===== config.mk =====
export PLATFORM = sky130hd
export DESIGN_NAME = alu_issue_flat
export DESIGN_NICKNAME = d
export VERILOG_FILES = /design/src/rtl/alu_issue_if.sv /design/src/rtl/alu_issue.sv /design/src/flat_wrapper.sv
export SDC_FILE = /design/constraint.sdc
export NUM_CORES = 1
export LEC_CHECK = 0
export ABC_AREA = 0
export CAP_MARGIN = 20
export CORE_UTILIZATION = 30
export CTS_CLUSTER_DIAMETER = 60
export CTS_CLUSTER_SIZE = 40
export DETAILED_ROUTE_END_ITERATION = 12
export DONT_BUFFER_PORTS = 1
export SLEW_MARGIN = 20
export SYNTH_ARGS = -nofsm -noshare
export SYNTH_HDL_FRONTEND = slang
export SYNTH_SLANG_ARGS = --single-unit

===== constraint.sdc =====
create_clock -name i_clk -period 6.06 [get_ports i_clk]
set_clock_uncertainty 0.1 [all_clocks]
set_input_delay 1.515 -clock i_clk [delete_from_list [all_inputs] [get_ports i_clk]]
set_output_delay 1.515 -clock i_clk [all_outputs]
set_load 0.05 [all_outputs]

===== src/rtl/alu_issue_if.sv =====
// alu_issue_if: handshake and data bundle between the fetch/regfile side,
// the alu_issue stage and the execute stage.
// The o_illegal signal exists only when ALU_ISSUE_ILLEGAL_EN is defined.
interface alu_issue_if;
    logic        i_flush;
    logic        i_valid;
    logic        o_ready;
    logic [31:0] i_inst;
    logic [31:0] i_pc;
    logic [31:0] i_rs1_rdata;
    logic [31:0] i_rs2_rdata;
    logic        o_valid;
    logic        i_ready;
    logic [2:0]  o_opsel;
    logic        o_sub;
    logic        o_unsigned;
    logic        o_arith;
    logic [31:0] o_op1;
    logic [31:0] o_op2;
    logic [31:0] o_pc;
    logic [2:0]  o_funct3;
    logic [4:0]  o_rd;
    logic        o_wen;
`ifdef ALU_ISSUE_ILLEGAL_EN
    logic        o_illegal;
`endif

    // Issue-stage view.
    modport slave (
        input  i_flush, i_valid, i_inst, i_pc, i_rs1_rdata, i_rs2_rdata, i_ready,
        output o_ready, o_valid, o_opsel, o_sub, o_unsigned, o_arith,
               o_op1, o_op2, o_pc, o_funct3, o_rd, o_wen
`ifdef ALU_ISSUE_ILLEGAL_EN
        , output o_illegal
`endif
    );

    // Upstream/downstream view (what drives the stage and consumes it).
    modport master (
        output i_flush, i_valid, i_inst, i_pc, i_rs1_rdata, i_rs2_rdata, i_ready,
        input  o_ready, o_valid, o_opsel, o_sub, o_unsigned, o_arith,
               o_op1, o_op2, o_pc, o_funct3, o_rd, o_wen
`ifdef ALU_ISSUE_ILLEGAL_EN
        , input o_illegal
`endif
    );
endinterface


===== src/rtl/alu_issue.sv =====
// alu_issue: RV32I decode-and-issue stage. Decodes the instruction
// combinationally into ALU controls and operands, then holds the result in a
// registered valid/ready slot backed by a one-entry skid buffer.
// Optional feature macro: ALU_ISSUE_ILLEGAL_EN (adds the o_illegal flag).
module alu_issue (
    input  logic         i_clk,
    input  logic         i_rst,
    alu_issue_if.slave   bus
);

    localparam logic [6:0] OPC_OP     = 7'b0110011;
    localparam logic [6:0] OPC_OP_IMM = 7'b0010011;
    localparam logic [6:0] OPC_LUI    = 7'b0110111;
    localparam logic [6:0] OPC_AUIPC  = 7'b0010111;
    localparam logic [6:0] OPC_LOAD   = 7'b0000011;
    localparam logic [6:0] OPC_STORE  = 7'b0100011;
    localparam logic [6:0] OPC_BRANCH = 7'b1100011;
    localparam logic [6:0] OPC_JAL    = 7'b1101111;
    localparam logic [6:0] OPC_JALR   = 7'b1100111;

    // Everything the execute stage needs; only decoded values are stored.
    typedef struct packed {
        logic [2:0]  opsel;
        logic        sub;
        logic        is_unsigned;
        logic        arith;
        logic [31:0] op1;
        logic [31:0] op2;
        logic [31:0] pc;
        logic [2:0]  funct3;
        logic [4:0]  rd;
        logic        wen;
`ifdef ALU_ISSUE_ILLEGAL_EN
        logic        illegal;
`endif
    } issue_t;

    issue_t dec;
    issue_t slot_reg, slot_next;
    issue_t skid_reg, skid_next;
    logic   slot_valid_reg, slot_valid_next;
    logic   skid_valid_reg, skid_valid_next;

    logic [6:0]  opcode;
    logic [2:0]  funct3;
    logic [6:0]  funct7;
    logic [4:0]  rd;
    logic [31:0] imm_i;
    logic [31:0] imm_s;
    logic [31:0] imm_u;
    logic [31:0] shamt;
    logic        accept;
    logic        drain;

    assign opcode = bus.i_inst[6:0];
    assign funct3 = bus.i_inst[14:12];
    assign funct7 = bus.i_inst[31:25];
    assign rd     = bus.i_inst[11:7];
    assign imm_i  = {{20{bus.i_inst[31]}}, bus.i_inst[31:20]};
    assign imm_s  = {{20{bus.i_inst[31]}}, bus.i_inst[31:25], bus.i_inst[11:7]};
    assign imm_u  = {bus.i_inst[31:12], 12'b0};
    assign shamt  = {27'b0, bus.i_inst[24:20]};

    // o_ready is registered: it is simply "skid entry empty".
    assign accept = bus.i_valid & ~skid_valid_reg;
    assign drain  = slot_valid_reg & bus.i_ready;

`ifdef ALU_ISSUE_ILLEGAL_EN
    logic dec_illegal;

    // Flag encodings that are not legal RV32I; the decode itself is unaffected.
    always_comb begin
        dec_illegal = 1'b0;
        case (opcode)
            OPC_OP: begin
                if (funct7 == 7'b0100000)
                    dec_illegal = !(funct3 == 3'b000 || funct3 == 3'b101);
                else
                    dec_illegal = (funct7 != 7'b0000000);
            end
            OPC_OP_IMM: begin
                if (funct3 == 3'b001)
                    dec_illegal = (funct7 != 7'b0000000);
                else if (funct3 == 3'b101)
                    dec_illegal = !(funct7 == 7'b0000000 || funct7 == 7'b0100000);
            end
            OPC_BRANCH: dec_illegal = (funct3[2:1] == 2'b01);
            OPC_JALR:   dec_illegal = (funct3 != 3'b000);
            OPC_LUI, OPC_AUIPC, OPC_LOAD, OPC_STORE, OPC_JAL: dec_illegal = 1'b0;
            default:    dec_illegal = 1'b1;
        endcase
        if (bus.i_inst[1:0] != 2'b11)
            dec_illegal = 1'b1;
    end
`endif

    // Opcode decode into ALU controls and operands; unknown opcodes become 0+0.
    always_comb begin
        dec        = '0;
        dec.pc     = bus.i_pc;
        dec.funct3 = funct3;
        dec.rd     = rd;
        case (opcode)
            OPC_OP: begin
                dec.opsel       = funct3;
                dec.sub         = bus.i_inst[30] & (funct3 == 3'b000);
                dec.arith       = bus.i_inst[30] & (funct3 == 3'b101);
                dec.is_unsigned = (funct3 == 3'b011);
                dec.op1         = bus.i_rs1_rdata;
                dec.op2         = bus.i_rs2_rdata;
                dec.wen         = (rd != 5'd0);
            end
            OPC_OP_IMM: begin
                dec.opsel       = funct3;
                dec.arith       = bus.i_inst[30] & (funct3 == 3'b101);
                dec.is_unsigned = (funct3 == 3'b011);
                dec.op1         = bus.i_rs1_rdata;
                // Shift amounts come from the low five immediate bits only.
                dec.op2         = (funct3 == 3'b001 || funct3 == 3'b101) ? shamt : imm_i;
                dec.wen         = (rd != 5'd0);
            end
            OPC_LUI: begin
                dec.op2 = imm_u;
                dec.wen = (rd != 5'd0);
            end
            OPC_AUIPC: begin
                dec.op1 = bus.i_pc;
                dec.op2 = imm_u;
                dec.wen = (rd != 5'd0);
            end
            OPC_LOAD: begin
                dec.op1 = bus.i_rs1_rdata;
                dec.op2 = imm_i;
                dec.wen = (rd != 5'd0);
            end
            OPC_STORE: begin
                dec.op1 = bus.i_rs1_rdata;
                dec.op2 = imm_s;
            end
            OPC_BRANCH: begin
                // Compare via subtract; execute reads eq/slt from the ALU.
                dec.sub         = 1'b1;
                dec.is_unsigned = funct3[1];
                dec.op1         = bus.i_rs1_rdata;
                dec.op2         = bus.i_rs2_rdata;
            end
            OPC_JAL, OPC_JALR: begin
                // ALU produces the link value pc+4.
                dec.op1 = bus.i_pc;
                dec.op2 = 32'd4;
                dec.wen = (rd != 5'd0);
            end
            default: begin
                dec.op1 = 32'd0;
                dec.op2 = 32'd0;
            end
        endcase
`ifdef ALU_ISSUE_ILLEGAL_EN
        dec.illegal = dec_illegal;
`endif
    end

    // Slot/skid next state: skid refills the slot first, new decodes go to the
    // slot when it frees up, or park in the skid while the slot is held.
    always_comb begin
        slot_next       = slot_reg;
        skid_next       = skid_reg;
        slot_valid_next = slot_valid_reg;
        skid_valid_next = skid_valid_reg;
        if (bus.i_flush) begin
            slot_valid_next = 1'b0;
            skid_valid_next = 1'b0;
        end else if (!slot_valid_reg || drain) begin
            if (skid_valid_reg) begin
                slot_next       = skid_reg;
                slot_valid_next = 1'b1;
                skid_valid_next = 1'b0;
            end else if (accept) begin
                slot_next       = dec;
                slot_valid_next = 1'b1;
            end else begin
                slot_valid_next = 1'b0;
            end
        end else if (accept) begin
            skid_next       = dec;
            skid_valid_next = 1'b1;
        end
    end

    // State registers; reset clears data too so all outputs read zero.
    always_ff @(posedge i_clk) begin
        if (i_rst) begin
            slot_reg       <= '0;
            skid_reg       <= '0;
            slot_valid_reg <= 1'b0;
            skid_valid_reg <= 1'b0;
        end else begin
            slot_reg       <= slot_next;
            skid_reg       <= skid_next;
            slot_valid_reg <= slot_valid_next;
            skid_valid_reg <= skid_valid_next;
        end
    end

    assign bus.o_ready    = ~skid_valid_reg;
    assign bus.o_valid    = slot_valid_reg;
    assign bus.o_opsel    = slot_reg.opsel;
    assign bus.o_sub      = slot_reg.sub;
    assign bus.o_unsigned = slot_reg.is_unsigned;
    assign bus.o_arith    = slot_reg.arith;
    assign bus.o_op1      = slot_reg.op1;
    assign bus.o_op2      = slot_reg.op2;
    assign bus.o_pc       = slot_reg.pc;
    assign bus.o_funct3   = slot_reg.funct3;
    assign bus.o_rd       = slot_reg.rd;
    assign bus.o_wen      = slot_reg.wen;
`ifdef ALU_ISSUE_ILLEGAL_EN
    assign bus.o_illegal  = slot_reg.illegal;
`endif

endmodule


===== src/flat_wrapper.sv =====
// flat-port wrapper written by rule: the top's interface ports become plain ports
module alu_issue_flat 
  (i_clk, i_rst, bus_i_flush, bus_i_valid, bus_i_inst, bus_i_pc, bus_i_rs1_rdata, bus_i_rs2_rdata, bus_i_ready, bus_o_ready, bus_o_valid, bus_o_opsel, bus_o_sub, bus_o_unsigned, bus_o_arith, bus_o_op1, bus_o_op2, bus_o_pc, bus_o_funct3, bus_o_rd, bus_o_wen);
  alu_issue_if bus_i ();
  input  logic i_clk;
  input  logic i_rst;
  input wire logic [$bits(bus_i.i_flush)-1:0] bus_i_flush;
  input wire logic [$bits(bus_i.i_valid)-1:0] bus_i_valid;
  input wire logic [$bits(bus_i.i_inst)-1:0] bus_i_inst;
  input wire logic [$bits(bus_i.i_pc)-1:0] bus_i_pc;
  input wire logic [$bits(bus_i.i_rs1_rdata)-1:0] bus_i_rs1_rdata;
  input wire logic [$bits(bus_i.i_rs2_rdata)-1:0] bus_i_rs2_rdata;
  input wire logic [$bits(bus_i.i_ready)-1:0] bus_i_ready;
  output wire logic [$bits(bus_i.o_ready)-1:0] bus_o_ready;
  output wire logic [$bits(bus_i.o_valid)-1:0] bus_o_valid;
  output wire logic [$bits(bus_i.o_opsel)-1:0] bus_o_opsel;
  output wire logic [$bits(bus_i.o_sub)-1:0] bus_o_sub;
  output wire logic [$bits(bus_i.o_unsigned)-1:0] bus_o_unsigned;
  output wire logic [$bits(bus_i.o_arith)-1:0] bus_o_arith;
  output wire logic [$bits(bus_i.o_op1)-1:0] bus_o_op1;
  output wire logic [$bits(bus_i.o_op2)-1:0] bus_o_op2;
  output wire logic [$bits(bus_i.o_pc)-1:0] bus_o_pc;
  output wire logic [$bits(bus_i.o_funct3)-1:0] bus_o_funct3;
  output wire logic [$bits(bus_i.o_rd)-1:0] bus_o_rd;
  output wire logic [$bits(bus_i.o_wen)-1:0] bus_o_wen;
  assign bus_i.i_flush = bus_i_flush;
  assign bus_i.i_valid = bus_i_valid;
  assign bus_i.i_inst = bus_i_inst;
  assign bus_i.i_pc = bus_i_pc;
  assign bus_i.i_rs1_rdata = bus_i_rs1_rdata;
  assign bus_i.i_rs2_rdata = bus_i_rs2_rdata;
  assign bus_i.i_ready = bus_i_ready;
  assign bus_o_ready = bus_i.o_ready;
  assign bus_o_valid = bus_i.o_valid;
  assign bus_o_opsel = bus_i.o_opsel;
  assign bus_o_sub = bus_i.o_sub;
  assign bus_o_unsigned = bus_i.o_unsigned;
  assign bus_o_arith = bus_i.o_arith;
  assign bus_o_op1 = bus_i.o_op1;
  assign bus_o_op2 = bus_i.o_op2;
  assign bus_o_pc = bus_i.o_pc;
  assign bus_o_funct3 = bus_i.o_funct3;
  assign bus_o_rd = bus_i.o_rd;
  assign bus_o_wen = bus_i.o_wen;
  alu_issue u_core (.i_clk(i_clk), .i_rst(i_rst), .bus(bus_i));
endmodule

==> results of run 1 <==
-- power breakdown --
part           switching [mW]  total [mW]  internal [mW]  leakage (nW)
logic                  0.0993       0.173         0.0736          1.33
registers               0.176        1.69           1.52          1.82
clock network           0.680        1.47          0.793         0.383
-- cells in the final DEF (no fill, tap or decap), drive strengths merged, types with 2 or more instances in the layout --
cell type	netlist	final
buf	32	14
or3	2	2
dfxtp	224	224
nor2b	4	4
nor3	54	54
and3b	3	3
o41ai	20	20
clkinv	0	5
a22oi	30	30
a221oi	63	63
a22o	7	7
nand2b	6	6
nand3b	20	20
a211oi	72	72
o21bai	3	3
nor4bb	2	2
nor2	192	192
a31oi	9	9
inv	2	11
a311oi	31	31
nand4	3	3
and3	29	29
nand2	123	123
clkbuf	90	25
or4	2	2
mux2i	43	43
nand3	9	9
or2	4	4
a21oi	86	86
-- area by class of cell --
class | instances | area [um2] | share of cell area
sequential | 224 | 4490 | 0.406
inverter | 2 | 7.51 | 0.000678
clock inverter | 15 | 168 | 0.0152
multi-input combinational | 828 | 5130 | 0.464
tap | 442 | 553 | 0.0500
timing repair buffer | 14 | 116 | 0.0105
clock buffer | 25 | 603 | 0.0545
-- per-layer routing --
metal	track usage	routed length (um)	vias up
li1	-	-	4155
met1	0.230	13200	4122
met2	0.288	14500	319
met3	0.0639	3460	41
met4	0.0443	558	0
met5	0	0	-
-- worst register-to-register path: stages (launching register included) --
cell and delay, ns:
dfxtp_4 0.80, nor2_1 0.23, nor3_2 0.19, buf_4 0.74, buf_4 0.51, nor2_1 0.12
a311oi_2 0.24
-- worst max path at each step --
stage	slack, ns	startpoint	to	cells after the start
after global routing	2.65	bus_i_inst[1]	u_core.bus.o_op1[6]	5
final	2.78	u_core.skid_valid_reg	bus_o_ready	1
after floorplan	2.98	bus_i_inst[12]	u_core.bus.o_op2[12]	7
after CTS	2.62	bus_i_inst[3]	u_core.bus.o_op2[18]	5
after global placement	2.16	bus_i_inst[3]	u_core.bus.o_op2[18]	5
after detailed placement	2.09	bus_i_inst[3]	u_core.bus.o_op2[18]	5
-- kinds of logic (layout without fill, tap and decap cells) --
logic type	Yosys count	in the layout	synth area share
buffers and inverters	124	56	0.0511
flip-flops	224	224	0.446
AND/OR/NAND/NOR	458	458	0.205
multiplexers	44	44	0.0439
AO/OA/AOI/OAI	326	326	0.255
-- stage by stage --
| step | hold slack, ns | instance area (um2) | setup slack, ns | total power, mW |
|---|---|---|---|---|
| CTS | 0.352 | 11100 | 2.62 | 3.38 |
| floorplan | 0.332 | 10100 | 2.98 | 1.89 |
| global placement | 0.335 | 10300 | 2.16 | 1.90 |
| detailed placement | 0.343 | 10300 | 2.09 | 1.90 |
| finish | 0.354 | 11100 | 2.78 | 3.34 |
| global route | 0.363 | 11100 | 2.65 | 3.47 |
==> results summary, run 1 <==
The number of standard cells after synthesis came out at 1176. The cell with the largest stage delay on the worst path is dfxtp_4. The post-cts hold buffer count is 0. The overall via count from detail_route is 8637. In this run, synthesis produced a sequential element count of 224. The violation count after the first detailed-route iteration came out at 698. The routability-driven placement congestion ratio came out at 0.807. The area of the die came out at 34300 um2.

The largest fanout of any net on the critical path came out at 48. The critical path buffer and inverter count is 1. The via count of the first global-routing pass is 8057.

The flop-to-flop setup slack came out at 3.02 ns. The repair_antennas step left the layout with diodes totalling 0. The maximum frequency from static timing analysis is 305 MHz. The critical path in this run is classified as reg2out.

The depth of the worst hold-timing path is 2. The critical path goes through inv_2. The tree is rooted in a clkbuf_16. The number of top-level design ports came out at roughly 250.

The clock edge transition at the registers on the reported setup and hold paths came out at 0.08 ns. The flip-flop count of the largest register after layout is 111. The number of setup violations in the final report came out at 0.

STA classifies the critical path startpoint as a register. The final number of hold-violating endpoints is 0. After synthesis, the share of flip-flops with an asynchronous set or reset is 0.

The worst hold path class is reg2reg. In this design, the stage delay of the slowest critical-path cell is 0.80 ns. The later pin in the worst-skew pair is clocked with a latency of 0.52 ns. The detail-routed net length per standard cell came out at 20.5 um. In this run the critical register-to-register path is captured at u_core.bus.o_op1[24]. The count of nets left with antenna violations after detail routing is 0. The transition time of the tightest slew-check pin came out at roughly 1.1 ns. The main flop type after synthesis is dfxtp_1. The chip width is 185 um. The number of resized instances in the post-cts repair step came out at 0. The worst-case reg-to-reg path depth is 6. The number of different library cells in the post-synthesis netlist came out at 47. The H-tree depth came out at 1. The number of buffers inserted by post-CTS setup repair is 0. The peak ir drop on the vdd network is about 180 uV. The total count of max-transition violations in the final report came out at 0. By area the synthesized netlist is led by dfxtp_1, nor2_1, a221oi_1, a211oi_1, nand2_1. Clock tree synthesis found a total of roughly 220 sinks.

The final-layout setup total negative slack is 0 ns. The worst hold path terminates at u_core.skid_reg[36]. The global routing usage summed across all routing layers came out at 0.180. Setup repair after global routing left no endpoint under its margin.

The run finished with clean final reports. STA classifies the critical path endpoint as a primary output. For this run, the register share of the synthesized area comes to 0.446.

After detailed routing, the number of remaining DRC violations is 0. The worst path in the final design needs a cycle of 3.28 ns, including I/O delays and setup. Summed over all layers, the routed wires come to 31700 um. The arrival time of data at the critical path endpoint came out at 1.67 ns. The maximum number of pins on one net before global-route repair is 245.

The initial antenna violation count is 0. The worst-case headroom to the max-slew limit came out at 0.261. The number of clock buffers added by TritonCTS is 23. The global route total overflow is 0.

After the last flow step, the layout net total stands at 1226. Once placement completed, the tool counted placed cells totaling between 1500 and 2000. For this run, the share of the core covered by cells in the final layout is 0.338.

The total of warnings raised by yosys came out at 0. dfxtp_1 takes more of the synthesized area than any other cell. The max-cap violation count is 0. Counting the fill cells in the layout gives 3468.

The number of search-and-repair iterations in the first detailed-routing pass came out at 5. The commonest cells after synthesis are dfxtp_1, nor2_1, nand2_1. Summed over all cells, the static leakage comes to about 3.5 nW. The area share of the leading cell type in the synthesized netlist is 0.446. The share of final-layout standard cells stronger than drive strength 1 came out at 0.0912. The mean instance size in the synthesized netlist is 8.56 um2. Grouping stages by cell kind, the critical path spends the most delay in flip-flops.

The sum of net half-perimeters after detailed placement is 19700 um. The area of the core is 32800 um2. The chip height came out at 185 um. The power per cell area is 302 nW/um2. For this configuration, the core starts out at a cell density of 0.307. In the finished design, the share of the clock period the worst path needs comes to 0.542. The netlist area before placement came out at 10100 um2. The number of buffers on the longest clock path came out at 3. Dividing the detail-routed via count by the number of cells gives about 5.6.

The layout overhead on the synthesized area is 9.96%. At the worst endpoint, the required time is 4.45 ns. The most frequently used cell type in the post-synthesis netlist is dfxtp_1. The floorplan row count is 66. Yosys mapped a number of flops with a built-in enable equal to 0. During placement, the flow inserted port buffers numbering 0. In this run the most critical hold path is launched from u_core.skid_reg[36]. The worst register-to-register path begins at u_core.skid_valid_reg. The first global-routing pass estimated roughly 48000 um of wire. The total nets after synthesis is approximately 1300. The number of non-filler instances in the completed layout came out at 1550. The clock tree from TritonCTS is built.
Power figures use the tool's default switching activity.
==> inputs of run 2 (changes only) <==
- clock period: 6.06 -> 3.1 ns (I/O delays scaled with it)
==> results summary, run 2 (synthesized netlist as in run 1, its figures left out) <==
The floorplan row count is 66. The setup path with the least slack is of type reg2out. Once detailed placement completed, the half-perimeter wirelength came to a little over 20000 um. The number of resized instances in the post-cts repair step is 0.

The startpoint identified for the worst register-to-register timing path is u_core.skid_valid_reg. The critical path starts at u_core.skid_valid_reg. The initial antenna violation count is 0. During I/O placement, the number of pins put on the boundary was 246. The maximum frequency from static timing analysis is 409 MHz.

The clock net sink count is 224. The max-cap violation count came out at 0. The global route total overflow came out at 0.

The chip width came out at 185 um. The H-tree depth came out at 1. The count of nets left with antenna violations after detail routing came out at 0. The clock edge transition at the registers on the reported setup and hold paths came out at 0.08 ns. Adding up every negative setup slack in the final design gives 0 ns. Buffers added to address setup during post-CTS repair amount to 0. Setup repair after global routing left no endpoint under its margin.

The peak ir drop on the vdd network came out at 407 uV. In this run the tool buffered the top-level ports with 0 buffer cells. The placed instances occupy a cell area of between 10000 and 15000 um2. The total routed wirelength came out at 31800 um. The initial utilization of the core area, before any placement, comes to 0.307. The first detailed-routing pass took 5 iterations. The most common cell after layout, fill and taps aside is dfxtp_1. The latest clock arrival within the worst-skew pair is around 0.53 ns.

The worst hold path begins at bus_i_flush. The per-cell via count in the routed design came out at around 5.5. The worst hold path belongs to the class in2reg. In the layout the commonest cells are dfxtp_1, nor2_1, nand2_1, a21oi_1, a211oi_1. The total number of nets in the final design came out at around 1200.

The portion of the clock cycle consumed by the worst path in the final layout came out at 0.788. STA puts the critical path data arrival time at 1.57 ns. The worst path required time came out at ~2.2 ns. Of all nets on the critical path, the largest fanout is 31. The post-cts hold buffer count came out at 0.

Setup violations remaining at the end of the flow were counted as 0. The violation count after the first detailed-route iteration came out at around 650. TritonCTS built the clock tree.

The power per cell area is approximately 580 nW/um2. The layout overhead on the synthesized area is 11.7%. The floorplan step defined a die boundary enclosing 34300 um2. In the final layout, the share of cells above drive strength 1 is 0.101. The leakage power of the design came out at 3.61 nW. The routability-driven placement congestion ratio came out at 0.784.

STA classifies the critical path endpoint as a primary output. The floorplan step set the die height to roughly 190 um. The repair_antennas step left the layout with diodes totalling 0.

STA classifies the critical path startpoint as a register. Subtracting the final worst setup slack from the clock period gives ~2.4 ns. The global-route wire length before repair is 48500 um. The clock buffer count from CTS came out at 23.

In this run the deepest clock path goes through 3 buffers. The area of the core is 32800 um2. The total non-filler cell area in the finished layout is 11200 um2.

The layout has 3384 filler cells. The total count of max-transition violations in the final report is 0. For this run, the total global-route usage over all layers was measured as 0.180.

Hold is met by 0.207 ns. The overall via count from detail_route is 8653. The clock tree root buffer cell is clkbuf_16.

The via count of the first global-routing pass is 8236. After detailed routing, the number of remaining DRC violations is 0. For the pin with the worst max-slew slack, the measured transition is 0.647 ns. The flip-flop count of the largest register after layout is between 100 and 150.

The flow ran to the end, and the final reports show no timing, DRC or antenna violations. The detail-routed net length per standard cell is approximately 20 um. The maximum number of pins on one net before global-route repair is between 200 and 250.

The fraction of the core area covered by cells at the end of the flow is 0.343. The final number of hold-violating endpoints is 0. The worst pin sits at a relative slew slack of 0.568.
==> run 2: path summary, 6_finish.rpt <==
kind,to,slack [ns],cells after the start
max,bus_o_ready,0.66,2
min reg2reg,u_core.skid_reg[109],0.35,2
max reg2reg,u_core.bus.o_op2[21],0.66,4
min,u_core.bus.o_valid,0.21,1
==> run 2: where the power goes <==
part | switching, mW | internal (mW) | leakage, nW
Combinational | 0.201 | 0.155 | 1.41
Sequential | 0.342 | 2.97 | 1.82
Clock | 1.36 | 1.51 | 0.379
Total | 1.90 | 4.63 | 3.61
==> run 2: cell type report <==
class	count	area [um2]	share of cell area
repair buffers	28	285	0.0254
clock buffers	27	611	0.0543
inverters	2	7.51	0.000668
multi-input cells	828	5120	0.456
clock inverters	13	171	0.0153
well taps	442	553	0.0492
flip-flops and latches	224	4490	0.399
==> run 2: layer usage <==
layer / vias to the layer above / global-route usage / share of wire
li1: 4184 / - / -
met1: 4103 / 0.215 / 0.40
met2: 323 / 0.302 / 0.47
met3: 43 / 0.0670 / 0.11
met4: 0 / 0.0473 / 0.020
met5: - / 0 / 0
==> run 2: stage by stage <==
step                      setup slack (ns)  cells  power [mW]
after global routing                 0.506   1564        6.80
after floorplan                      0.760   1176        3.69
after CTS                            0.597   1564        6.62
after global placement               0.554   1524        3.73
final                                0.657   1564        6.53
after detailed placement             0.516   1524        3.74
==> run 2: worst max-delay path: stages (launching register included) <==
cell,delay [ns]
dfxtp_4,0.68
inv_2,0.08
buf_4,0.27
